### src/rtl/aes_pkg.sv
// Shared types and sizing for the AES-256 host word loader.
// Holds the loader state encoding and the ciphertext word-select helper.
package aes_pkg;

    localparam int AES_KEY_WORDS = 8;
    localparam int AES_BLK_WORDS = 4;
    localparam int AES_WORD_W    = 32;

    typedef enum logic [1:0] {
        LOAD,
        START,
        BUSY,
        DRAIN
    } state_e;

    // Big-endian word select: idx 0 is the most significant word of the block.
    function automatic logic [AES_WORD_W-1:0] blk_word(input logic [127:0] blk,
                                                       input logic [1:0]   idx);
        return blk[(AES_BLK_WORDS - 1 - int'(idx)) * AES_WORD_W +: AES_WORD_W];
    endfunction

endpackage

### src/rtl/aes_watchdog.sv
// Busy-cycle watchdog: counts enabled cycles since the last clear and
// flags expiry on the cycle the count reaches TIMEOUT; TIMEOUT = 0 disables it.
module aes_watchdog #(
    parameter int unsigned TIMEOUT = 128
) (
    input  logic clk,
    input  logic rst,
    input  logic clr,
    input  logic en,
    output logic expired
);

    generate
        if (TIMEOUT == 0) begin : g_off
            logic unused_inputs;
            assign unused_inputs = ^{clk, rst, clr, en};
            assign expired       = 1'b0;
        end else begin : g_on
            localparam int W = $clog2(TIMEOUT + 1);
            logic [W-1:0] cnt_q;

            // Expiry is flagged one count early so the abort lands on the edge
            // where the count would reach TIMEOUT.
            assign expired = en && (cnt_q == W'(TIMEOUT - 1));

            always_ff @(posedge clk) begin
                if (rst || clr) begin
                    cnt_q <= '0;
                end else if (en && !expired) begin
                    cnt_q <= cnt_q + 1'b1;
                end
            end
        end
    endgenerate

endmodule

### src/rtl/aes_word_loader.sv
// Host-side word loader for the AES-256 encrypt core: packs key/plaintext
// words, starts the core, and streams the ciphertext back. Macro AES_KEY_REUSE_EN.
module aes_word_loader
    import aes_pkg::*;
#(
    parameter int unsigned TIMEOUT = 128
) (
    input  logic                  clk,
    input  logic                  rst,
    input  logic [AES_WORD_W-1:0] in_data,
    input  logic                  in_is_key,
    input  logic                  in_valid,
    output logic                  in_ready,
    output logic [255:0]          core_key,
    output logic [127:0]          core_data,
    output logic                  core_start,
    input  logic [127:0]          core_result,
    input  logic                  core_valid,
    output logic [AES_WORD_W-1:0] out_data,
    output logic                  out_valid,
    input  logic                  out_ready,
    output logic                  out_last,
    output logic                  err
);

    state_e                  state_q;
    logic [255:0]            key_q;
    logic [127:0]            data_q;
    logic [127:0]            result_q;
    logic [3:0]              key_cnt_q;
    logic [2:0]              data_cnt_q;
    logic                    key_loaded_q;
    logic [1:0]              idx_q;
    logic                    start_q;
    logic                    out_valid_q;
    logic                    out_last_q;
    logic [AES_WORD_W-1:0]   out_data_q;
    logic                    err_q;
    logic                    accept;
    logic                    wd_expired;

    assign in_ready = (state_q == LOAD) &&
                      !(!in_is_key && (data_cnt_q == 3'(AES_BLK_WORDS)));
    assign accept   = in_valid && in_ready;

    aes_watchdog #(.TIMEOUT(TIMEOUT)) u_watchdog (
        .clk     (clk),
        .rst     (rst),
        .clr     (state_q == START),
        .en      (state_q == BUSY),
        .expired (wd_expired)
    );

    // NOTE: the key/data registers are reset too, because core_key and
    // core_data must read zero after reset rather than stale host words.
    always_ff @(posedge clk) begin
        if (rst) begin
            state_q      <= LOAD;
            key_q        <= '0;
            data_q       <= '0;
            result_q     <= '0;
            key_cnt_q    <= '0;
            data_cnt_q   <= '0;
            key_loaded_q <= 1'b0;
            idx_q        <= '0;
            start_q      <= 1'b0;
            out_valid_q  <= 1'b0;
            out_last_q   <= 1'b0;
            out_data_q   <= '0;
            err_q        <= 1'b0;
        end else begin
            start_q <= 1'b0;
            case (state_q)
                LOAD: begin
                    if (accept && in_is_key) begin
                        if (key_cnt_q == 4'(AES_KEY_WORDS)) begin
                            // A ninth key word begins a fresh key at word 0.
                            key_q[255 -: AES_WORD_W] <= in_data;
                            key_cnt_q                <= 4'd1;
                            key_loaded_q             <= 1'b0;
                        end else begin
                            key_q[(AES_KEY_WORDS - 1 - int'(key_cnt_q)) * AES_WORD_W +: AES_WORD_W] <= in_data;
                            key_cnt_q <= key_cnt_q + 4'd1;
                            if (key_cnt_q == 4'(AES_KEY_WORDS - 1)) key_loaded_q <= 1'b1;
                        end
                    end
                    if (accept && !in_is_key) begin
                        data_q[(AES_BLK_WORDS - 1 - int'(data_cnt_q)) * AES_WORD_W +: AES_WORD_W] <= in_data;
                        data_cnt_q <= data_cnt_q + 3'd1;
                    end
                    if (data_cnt_q == 3'(AES_BLK_WORDS) && key_loaded_q) begin
                        state_q <= START;
                        start_q <= 1'b1;
                    end
                end
                START: begin
                    state_q <= BUSY;
`ifdef AES_KEY_REUSE_EN
                    key_loaded_q <= key_loaded_q;
`else
                    key_loaded_q <= 1'b0;
                    key_cnt_q    <= '0;
`endif
                end
                BUSY: begin
                    if (core_valid) begin
                        result_q    <= core_result;
                        out_data_q  <= blk_word(core_result, 2'd0);
                        out_valid_q <= 1'b1;
                        out_last_q  <= 1'b0;
                        idx_q       <= 2'd0;
                        state_q     <= DRAIN;
                    end else if (wd_expired) begin
                        err_q      <= 1'b1;
                        data_cnt_q <= '0;
                        state_q    <= LOAD;
                    end
                end
                DRAIN: begin
                    if (out_valid_q && out_ready) begin
                        if (idx_q == 2'd3) begin
                            out_valid_q <= 1'b0;
                            out_last_q  <= 1'b0;
                            idx_q       <= 2'd0;
                            data_cnt_q  <= '0;
                            state_q     <= LOAD;
                        end else begin
                            idx_q      <= idx_q + 2'd1;
                            out_data_q <= blk_word(result_q, idx_q + 2'd1);
                            out_last_q <= (idx_q == 2'd2);
                        end
                    end
                end
                default: state_q <= LOAD;
            endcase
        end
    end

    assign core_key   = key_q;
    assign core_data  = data_q;
    assign core_start = start_q;
    assign out_data   = out_data_q;
    assign out_valid  = out_valid_q;
    assign out_last   = out_last_q;
    assign err        = err_q;

endmodule
### config.mk
export PLATFORM = sky130hd
export DESIGN_NAME = aes_word_loader
export DESIGN_NICKNAME = d
export VERILOG_FILES = /design/src/rtl/aes_pkg.sv /design/src/rtl/aes_watchdog.sv /design/src/rtl/aes_word_loader.sv
export SDC_FILE = /design/constraint.sdc
export NUM_CORES = 1
export LEC_CHECK = 0
export ABC_CLOCK_PERIOD_IN_PS = 5500
export CORE_ASPECT_RATIO = 0.75
export CORE_MARGIN = 1
export CORE_UTILIZATION = 27
export CTS_CLUSTER_DIAMETER = 40
export CTS_CLUSTER_SIZE = 12
export DETAILED_ROUTE_END_ITERATION = 8
export GPL_ROUTABILITY_DRIVEN = 0
export GPL_TIMING_DRIVEN = 0
export PLACE_DENSITY_LB_ADDON = 0.05
export SYNTH_ARGS = -nofsm -noshare
export SYNTH_HDL_FRONTEND = slang
export SYNTH_SLANG_ARGS = --single-unit
### constraint.sdc
create_clock -name clk -period 5.5 [get_ports clk]
set_clock_uncertainty 0.05 [all_clocks]
set_input_delay 1.1 -clock clk [delete_from_list [all_inputs] [get_ports clk]]
set_output_delay 1.1 -clock clk [all_outputs]
set_load 0.02 [all_outputs]
Word-level counts from Yosys, hierarchy flattened
Cells that the tools add are included.
{ "totals": {"regBits": 568, "elab_cells": 121, "inputBits": 166} }
{ "classes": {"reduce_logical": 30, "n_addsub": 9, "bitwise_logic": 3, "n_mux": 39, "eq_ne": 20, "shift": 5} }
{ "ops": {"columns": ["op", "count"], "rows": [
  ["$bwmux 256", 1],
  ["$shift 32x33->256 const A", 1],
  ["$shiftx 32x33->256", 1],
  ["$bwmux 128", 1],
  ["$mux 32", 4],
  ["$shift 32x33->128 const A", 1],
  ["$shiftx 128x8->32", 1],
  ["$shiftx 32x33->128", 1],
  ["$pmux 32 s2", 1],
  ["$neg 10->33", 1],
  ["$neg 9->33", 1],
  ["$mux 2", 8],
  ["$mux 3", 5],
  ["$ne 2x2->1 const B", 6],
  ["$reduce_and 3->1", 4],
  ["$reduce_and 4->1", 3],
  ["$mux 1", 10],
  ["$logic_and 1x1->1", 9],
  ["$pmux 3 s3", 1],
  ["$add 8x1->8 const B", 1],
  ["$eq 2x2->1 const B", 4],
  ["$eq 8x7->1 const B", 1],
  ["$mux 4", 2],
  ["$pmux 2 s4", 1],
  ["other kinds (25)", 37]
]} }

Depth between registers and ports, before layout
Gate-level depths: netlist of the first run.
{ "logic_depth": {"word_depth": 8, "ltp_mapped": 13, "depth_no_buf": 9} }

Modules after synthesis
Synthesis of the first run repeated with hierarchy kept, for this count alone.
{ "unflattened": {"hier_cells": 2559, "hier_area_um2": 23182.2} }
{ "by_module_without_submodules": {"columns": ["mod", "cells_each", "instances", "area_per_inst_um2"], "rows": [
  ["aes_word_loader", 2513, 1, 22765.6],
  ["aes_watchdog", 46, 1, 416.6]
]} }

Worst setup path after synthesis of the first run
Ideal clock, no wire load.
{ "synth_timing": {"path_kind": "register to register", "startpoint": "register key_cnt_q[1]", "endpoint": "register key_q[225] (netlist: core_key[225])", "arrival_time_ns": 2.395, "stages_incl_launch_ff": 11, "required_time_ns": 5.378, "period_less_slack_ns": 2.517, "path_buffers": 3, "slack_ns": 2.983, "cell_sequence": "dfxtp_1 -> ha_1 -> and2_1 -> ha_1 -> and4_1 -> buf_2 -> or2_1 -> buf_4 -> a21oi_2 -> buf_4 -> mux2i_1"} }
{ "synth_via": {"elab_chain_len": 5} }
{ "synth_rtl": {"columns": ["element", "line_no", "source"], "rows": [
  ["start, declared", "aes_word_loader.sv:30", "logic [3:0] key_cnt_q;"],
  ["start signal, assigned", "aes_word_loader.sv:83", "key_cnt_q <= key_cnt_q + 4'd1;"],
  ["$sub 3x4->5", "aes_word_loader.sv:82", "key_q[(AES_KEY_WORDS - 1 - int'(key_cnt_q)) * AES_WORD_W +: AES_WORD_W] <= in_data;"],
  ["$neg 10->33", "aes_word_loader.sv:82", null],
  ["$shiftx 32x33->256 or $shift 32x33->256 (tied branches)", "aes_word_loader.sv:82", null],
  ["$bwmux 256", "aes_word_loader.sv:82", null],
  ["$mux 32 (*)", "aes_word_loader.sv:76", "if (key_cnt_q == 4'(AES_KEY_WORDS)) begin"],
  ["end signal, assigned by index", "aes_word_loader.sv:78", "key_q[255 -: AES_WORD_W] <= in_data;"],
  ["end signal, assigned by index", "aes_word_loader.sv:82", null],
  ["end, declared", "aes_word_loader.sv:27", "logic [255:0] key_q;"]
]} }
Mark *: on every way between the ends. The rest lies on a longest branch, timed or not.
A chain may end at the register's enable or synchronous reset.

Worst setup path in the final report of the first run
{ "layout_timing": {"startpoint": "input rst", "endpoint": "register key_q[22] (netlist: core_key[22])"} }
{ "layout_lines": {"columns": ["element", "line_no", "source"], "rows": [
  ["start, declared", "aes_word_loader.sv:9", "input logic rst,"]
]} }
No word-level cell between the ends.

==> results of run 1 <==
==> layout by cell type (no fill, tap or decap), types with 5 or more instances in the layout <==
cell type and n:
clkdlybuf4s50_1 586, dfxtp_1 568, nand2_1 492, a21oi_1 301, nand2b_1 231, nor2_1 218
mux2i_1 162, clkbuf_1 141, clkbuf_16 89, nand3b_1 67, o21ai_1 63, nand3_1 44
buf_2 42, mux4_2 32, a311oi_1 32, nor3_2 29, ha_1 16, clkbuf_8 16
buf_6 13, clkinv_4 13, clkinvlp_4 12, inv_1 11, inv_6 11, buf_4 9
nor3_1 8, clkinv_2 7, bufinv_16 7, xor2_1 5, and4_1 5
==> metrics by stage <==
| step | setup slack (ps) | total power, W | hold slack (ps) | area, um^2 |
|---|---|---|---|---|
| 2_1_floorplan | 2980 | 0.00453 | 383 | 22800 |
| 3_3_place_gp | 553 | 0.00491 | 389 | 30100 |
| 3_5_place_dp | 492 | 0.00492 | 396 | 30100 |
| 4_1_cts | 1160 | 0.0107 | 402 | 33100 |
| 5_1_grt | 1090 | 0.0109 | 413 | 33200 |
| 6_report | 1330 | 0.0106 | 398 | 33200 |
==> sequential cells by signal, summed over array words and instances (netlist names) <==
name and flops:
core_data 128, out_valid 1, result_q 128, data_cnt_q 3, key_loaded_q 1, core_start 1, core_key 256, err 1
key_cnt_q 4, out_data 32, u_watchdog.g_on.cnt_q 8, idx_q 2, out_last 1, state_q 2
==> per-layer routing <==
layer  vias up  track usage (%)  share of wire [%]
li1       9953                -                  -
met1     10200             30.5                 46
met2       594             36.0                 45
met3       161             5.36                6.2
met4         0             7.16                2.9
met5         -                0                  0
==> layout make-up <==
cell class	count	area, um^2
diodes	4	10.0
plain buffers	203	946
clock buffers	110	2470
clock inverters	53	579
fillers	8296	49800
inverters	11	41.3
multi-input cells	1765	10500
flip-flops and latches	568	11400
well taps	1116	1400
repair buffers	586	5870
==> final timing paths <==
check / from / to / cells past startpoint
max: rst / core_key[22] / 6
min: core_data[8] / core_data[8] / 2
max reg2reg: key_cnt_q[1] / core_key[182] / 9
min reg2reg: core_data[8] / core_data[8] / 2
==> tightest hold or removal path: cells and delay by family, from the launching register on <==
kind | cells | cell delay, ps
flops | 1 | 300
simple gates | 1 | 50
compound gates | 1 | 50
==> cells by family (layout without fill, tap and decap cells) <==
kind of cell,count (synthesis),count (layout),synth area share [%]
AOI/OAI and AO/OA,419,419,10.1
other,0,4,0
adders and majority gates,16,16,0.877
muxes,194,194,10.3
DFF,568,568,49.8
and+or+nand+nor,1127,1127,24.3
xor gates and xnor gates,9,9,0.345
buffers and inverters,214,963,4.32
==> cells in the mapped netlist, types with 3 or more instances <==
cell type  number  share of area, %
nand2b_1      231               6.3
clkbuf_1      136               2.2
nor2b_1         3             0.082
a21oi_1       301               6.6
and2_1          4              0.11
mux2i_1       162               7.1
xor2_1          5              0.19
xnor2_1         4              0.15
dfxtp_1       568                50
and3_1          3             0.082
nor3_1          9              0.20
o21ai_0         3             0.066
mux4_2         32               3.2
and4_1          5              0.19
nor4_1          4              0.11
a311oi_1       32               1.2
a211oi_1        4              0.13
nor3_2         28               1.2
ha_1           16              0.88
buf_4           9              0.30
buf_6          13              0.64
nand3b_1       67               2.2
buf_1           3             0.049
inv_1          11              0.18
nor2_1        218               3.6
o21ai_1        63               1.4
nand4_4         3              0.28
buf_2          42              0.92
nand3_1        44              0.96
nand2_1       492               8.1
==> report_power, final <==
| part | internal [W] | total (W) | switching, W |
|---|---|---|---|
| Sequential | 0.00415 | 0.00417 | 0.0000213 |
| Combinational | 0.000256 | 0.000653 | 0.000398 |
| Clock | 0.00355 | 0.00574 | 0.00219 |
==> impl_results.md, run 1 <==
- Die height: 254 um
- Final Hold Fails: 0
- Power Density: 319 nW/um^2
- Worst-Skew Late Latency: 620 ps
- CP Launch Type: input pin
- FF+latch count, synth: around 570
- Post_cts resized: 0
- Syn Std Cell Area: 22800 um^2
- Outcome: finished clean
- Most frequent CP cell: clkbuf_1
- Post-synth EDFFs: 0
- Row count: approximately 90
- Final Util: 39.9%
- Largest net degree at the start of global routing: 13
- Yosys cell types: 53
- Worst slew pin tran: a little under 1000 ps
- Initial antenna violation count: 7
- I/O Buffers: 586
- Reg2reg setup slack: 2220 ps
- Vias: 20.9k
- Number of nets in the layout: 3404
- Mean Syn Cell Area: 8.97 um^2
- CTS tree: yes
- Final slew viol count: 0
- Total routed wirelength: about 100000 um
- Crit Path Max Fanout: 10
- Sequential fraction of the synthesis area: 49.8%
- Layout Cells excl Fill: around 4.4k
- Core Box Area: approximately 83000 um^2
- Final HPWL DP: approximately 77000 um
- # setup viols final: 0
- Drt first pass iters: 5
- Worst EP required: about 5900 ps
- Hold buffers post-CTS: 0
- Crit path kind: input pin to flop
- Endpoint class of the critical path: flop
- Post-DRT Antenna Nets: 0
- Top_reg_cell synth: dfxtp_1
- Post-CTS Setup Bufs: 0
- Grt total ovfl: 0
- Number of max-cap violations: 0
- CP peak stage delay: 790 ps
- Syn_nets: 2729
- Clk sinks: 568
- CTS root buffer: clkbuf_16
- Worst Path Buf+Inv: 5
- # DRC: 0
- Post-synth ARST share: 0%
- CP Data Arrival Time: approximately 4600 ps
- Area added between synthesis and finish: 45.2%
- CTS H-tree depth: 3
- Ports: a little under 600
- Fmax: 240 MHz
- Die footprint: 85800 um^2
- Min Tclk post-route: 4170 ps
- Placed Cells: 4249
- Max stage delay cell, worst path: clkbuf_1
- Wire per inst: 22.7 um
- Vias per std cell: 4.73
- All-Layer GR Usage: 22.8%
- Yosys Warn Count: 0
- Fin crit share: 75.9%
- Die Wd: 338 um
- Synth Instances: 2547
- Max clock buf depth: 3
- Initial drt markers: 1303
- First-pass GRT wire length: approximately 140000 um
- Clock-pin slew on the worst setup and hold paths: 60 ps
- Worst min path class: flop to flop
- Layout cells sized above 1: 9.04%
- Pleak: 11.8 nW
- Crit path cell chain: clkdlybuf4s50_1, clkbuf_1, clkbuf_1, clkbuf_1, clkbuf_1, a21oi_1
- Vias in the first global route: 21.1k
- VDD IR max: 0.000193 V
- Relative slew slack: 34.1%
- Sum Neg Setup Slack: 0 ps
- Num CTS Buffers: 87
- Initial Utilization: 27.5%
- Worst path top cell family by delay: buffers and inverters
- RSZ-0062 raised after global routing: no
(Power assumes the default switching activity.)
==> inputs of run 2 (changes only) <==
Settings changed: ABC_CLOCK_PERIOD_IN_PS 5500 to 3860.
Clock period 5.5 ns to 3.86 ns, I/O delays scaled along.
==> impl_results.md, run 2 (same netlist as run 1, synthesis figures left out) <==
- Initial Utilization: 27.5%
- Max reg flops: 256
- Core Box Area: 83000 um^2
- Largest net degree at the start of global routing: 13
- # DRC: 0
- Drt first pass iters: 5
- Number of max-cap violations: 0
- Total routed wirelength: 100000 um
- Post-DRT Antenna Nets: 0
- VDD IR max: about 0.00027 V
- Post_cts resized: 1
- Commonest non-fill, non-tap cell in the layout: clkdlybuf4s50_1
- Outcome: finished clean
- Endpoint class of the critical path: flop
- Num CTS Buffers: slightly below 90
- Vias: around 21k
- Worst slew pin tran: 987 ps
- Most frequent cells in the layout: clkdlybuf4s50_1, dfxtp_1, nand2_1, a21oi_1, nand2b_1
- Die height: 254 um
- Fin crit share: between 90% and 100%
- # setup viols final: 0
- Die footprint: 85800 um^2
- Layout cells sized above 1: 9.07%
- Post-Place Worst Slack: -820 ps
- All-Layer GR Usage: between 20% and 30%
- CP Launch Type: input pin
- Die Wd: 338 um
- Vias per std cell: 4.73
- Hold buffers post-CTS: 0
- RSZ-0062 raised after global routing: no
- Final HPWL DP: 77300 um
- Row count: 91
- CTS H-tree depth: 3
- Vias in the first global route: around 21k
- Clock-pin slew on the worst setup and hold paths: 60 ps
- Worst EP required: 4280 ps
- I/O Buffers: 586
- Power Density: 454 nW/um^2
- Grt total ovfl: 0
- Relative slew slack: between 30% and 40%
- Final Hold Fails: 0
- Max clock buf depth: 3
- CTS tree: yes
- Pleak: about 12 nW
- Fillers: 8298
- Initial antenna violation count: 7
- Post-CTS Setup Bufs: 0
- Min Tclk post-route: 3570 ps
- Worst-Skew Late Latency: 620 ps
- Initial drt markers: ~1.3k
- Final Power: roughly 0.015 W
- First-pass GRT wire length: between 100000 and 150000 um
- Sum Neg Setup Slack: 0 ps
- Ports: about 590
- Fmax: 280 MHz
- Final Util: about two fifths
- Clk sinks: 568
- Final setup margin: roughly 290 ps
- Area of the multi-input gates: 10500 um^2
- Crit path kind: input pin to flop
- Crit Path Max Fanout: 10
- Worst min path class: flop to flop
- CP Data Arrival Time: between 3000 and 4000 ps
- CTS root buffer: clkbuf_16
- Area added between synthesis and finish: 45.2%
- Reg area: 11400 um^2
- Number of nets in the layout: 3404
- Final slew viol count: 0
- Wire per inst: 22.7 um
==> run 2: cell types whose count changed in the layout (fill, tap and decap cells not counted) <==
cell      delta
clkbuf_1     -1
clkbuf_2     +1
==> run 2: per-stage QoR <==
stage               hold WS (ps)  area (um^2)  instances
floorplan                    383        22800       2547
global placement             389        30100       4249
detailed placement           396        30100       4249
CTS                          402        33200       4412
global route                 413        33200       4414
finish                       398        33200       4416
==> run 2: path summary, 6_finish.rpt <==
check / end / depth (start not counted) / slack (ps) / startpoint
max: core_key[22] / 6 / 290 / rst
min: core_data[8] / 2 / 400 / core_data[8]
max reg2reg: core_key[182] / 9 / 580 / key_cnt_q[1]
min reg2reg: core_data[8] / 2 / 400 / core_data[8]
==> run 2: critical path, cell delays in order <==
cell and delay [ps]:
clkdlybuf4s50_1 480, clkbuf_1 710, clkbuf_2 530, clkbuf_1 720, clkbuf_1 640, a21oi_1 100
==> run 2: power breakdown <==
| part | total [W] | internal [W] | switching (W) |
|---|---|---|---|
| sequential | 0.00595 | 0.00591 | 0.0000304 |
| combinational | 0.000932 | 0.000364 | 0.000567 |
| clock | 0.00818 | 0.00506 | 0.00312 |
| total | 0.0151 | 0.0113 | 0.00371 |
==> run 2: routing by layer <==
metal	GRT usage (%)	share of wire (%)	wire (um)	vias up
met1	30.5	46	45900	10200
met3	5.36	6.2	6260	161
met2	36.0	45	45200	595
met4	7.16	2.9	2890	0
li1	-	-	-	9953
met5	0	0	0	-
==> run 2: area by class of cell <==
class / instances / area share [%]
Sequential cell: 568 / 34.3
Multi-Input combinational cell: 1765 / 31.6
Timing Repair Buffer: 586 / 17.7
Clock buffer: 110 / 7.44
Tap cell: 1116 / 4.21
Buffer: 203 / 2.86
Clock inverter: 53 / 1.75
Inverter: 11 / 0.125
Antenna cell: 4 / 0.0302
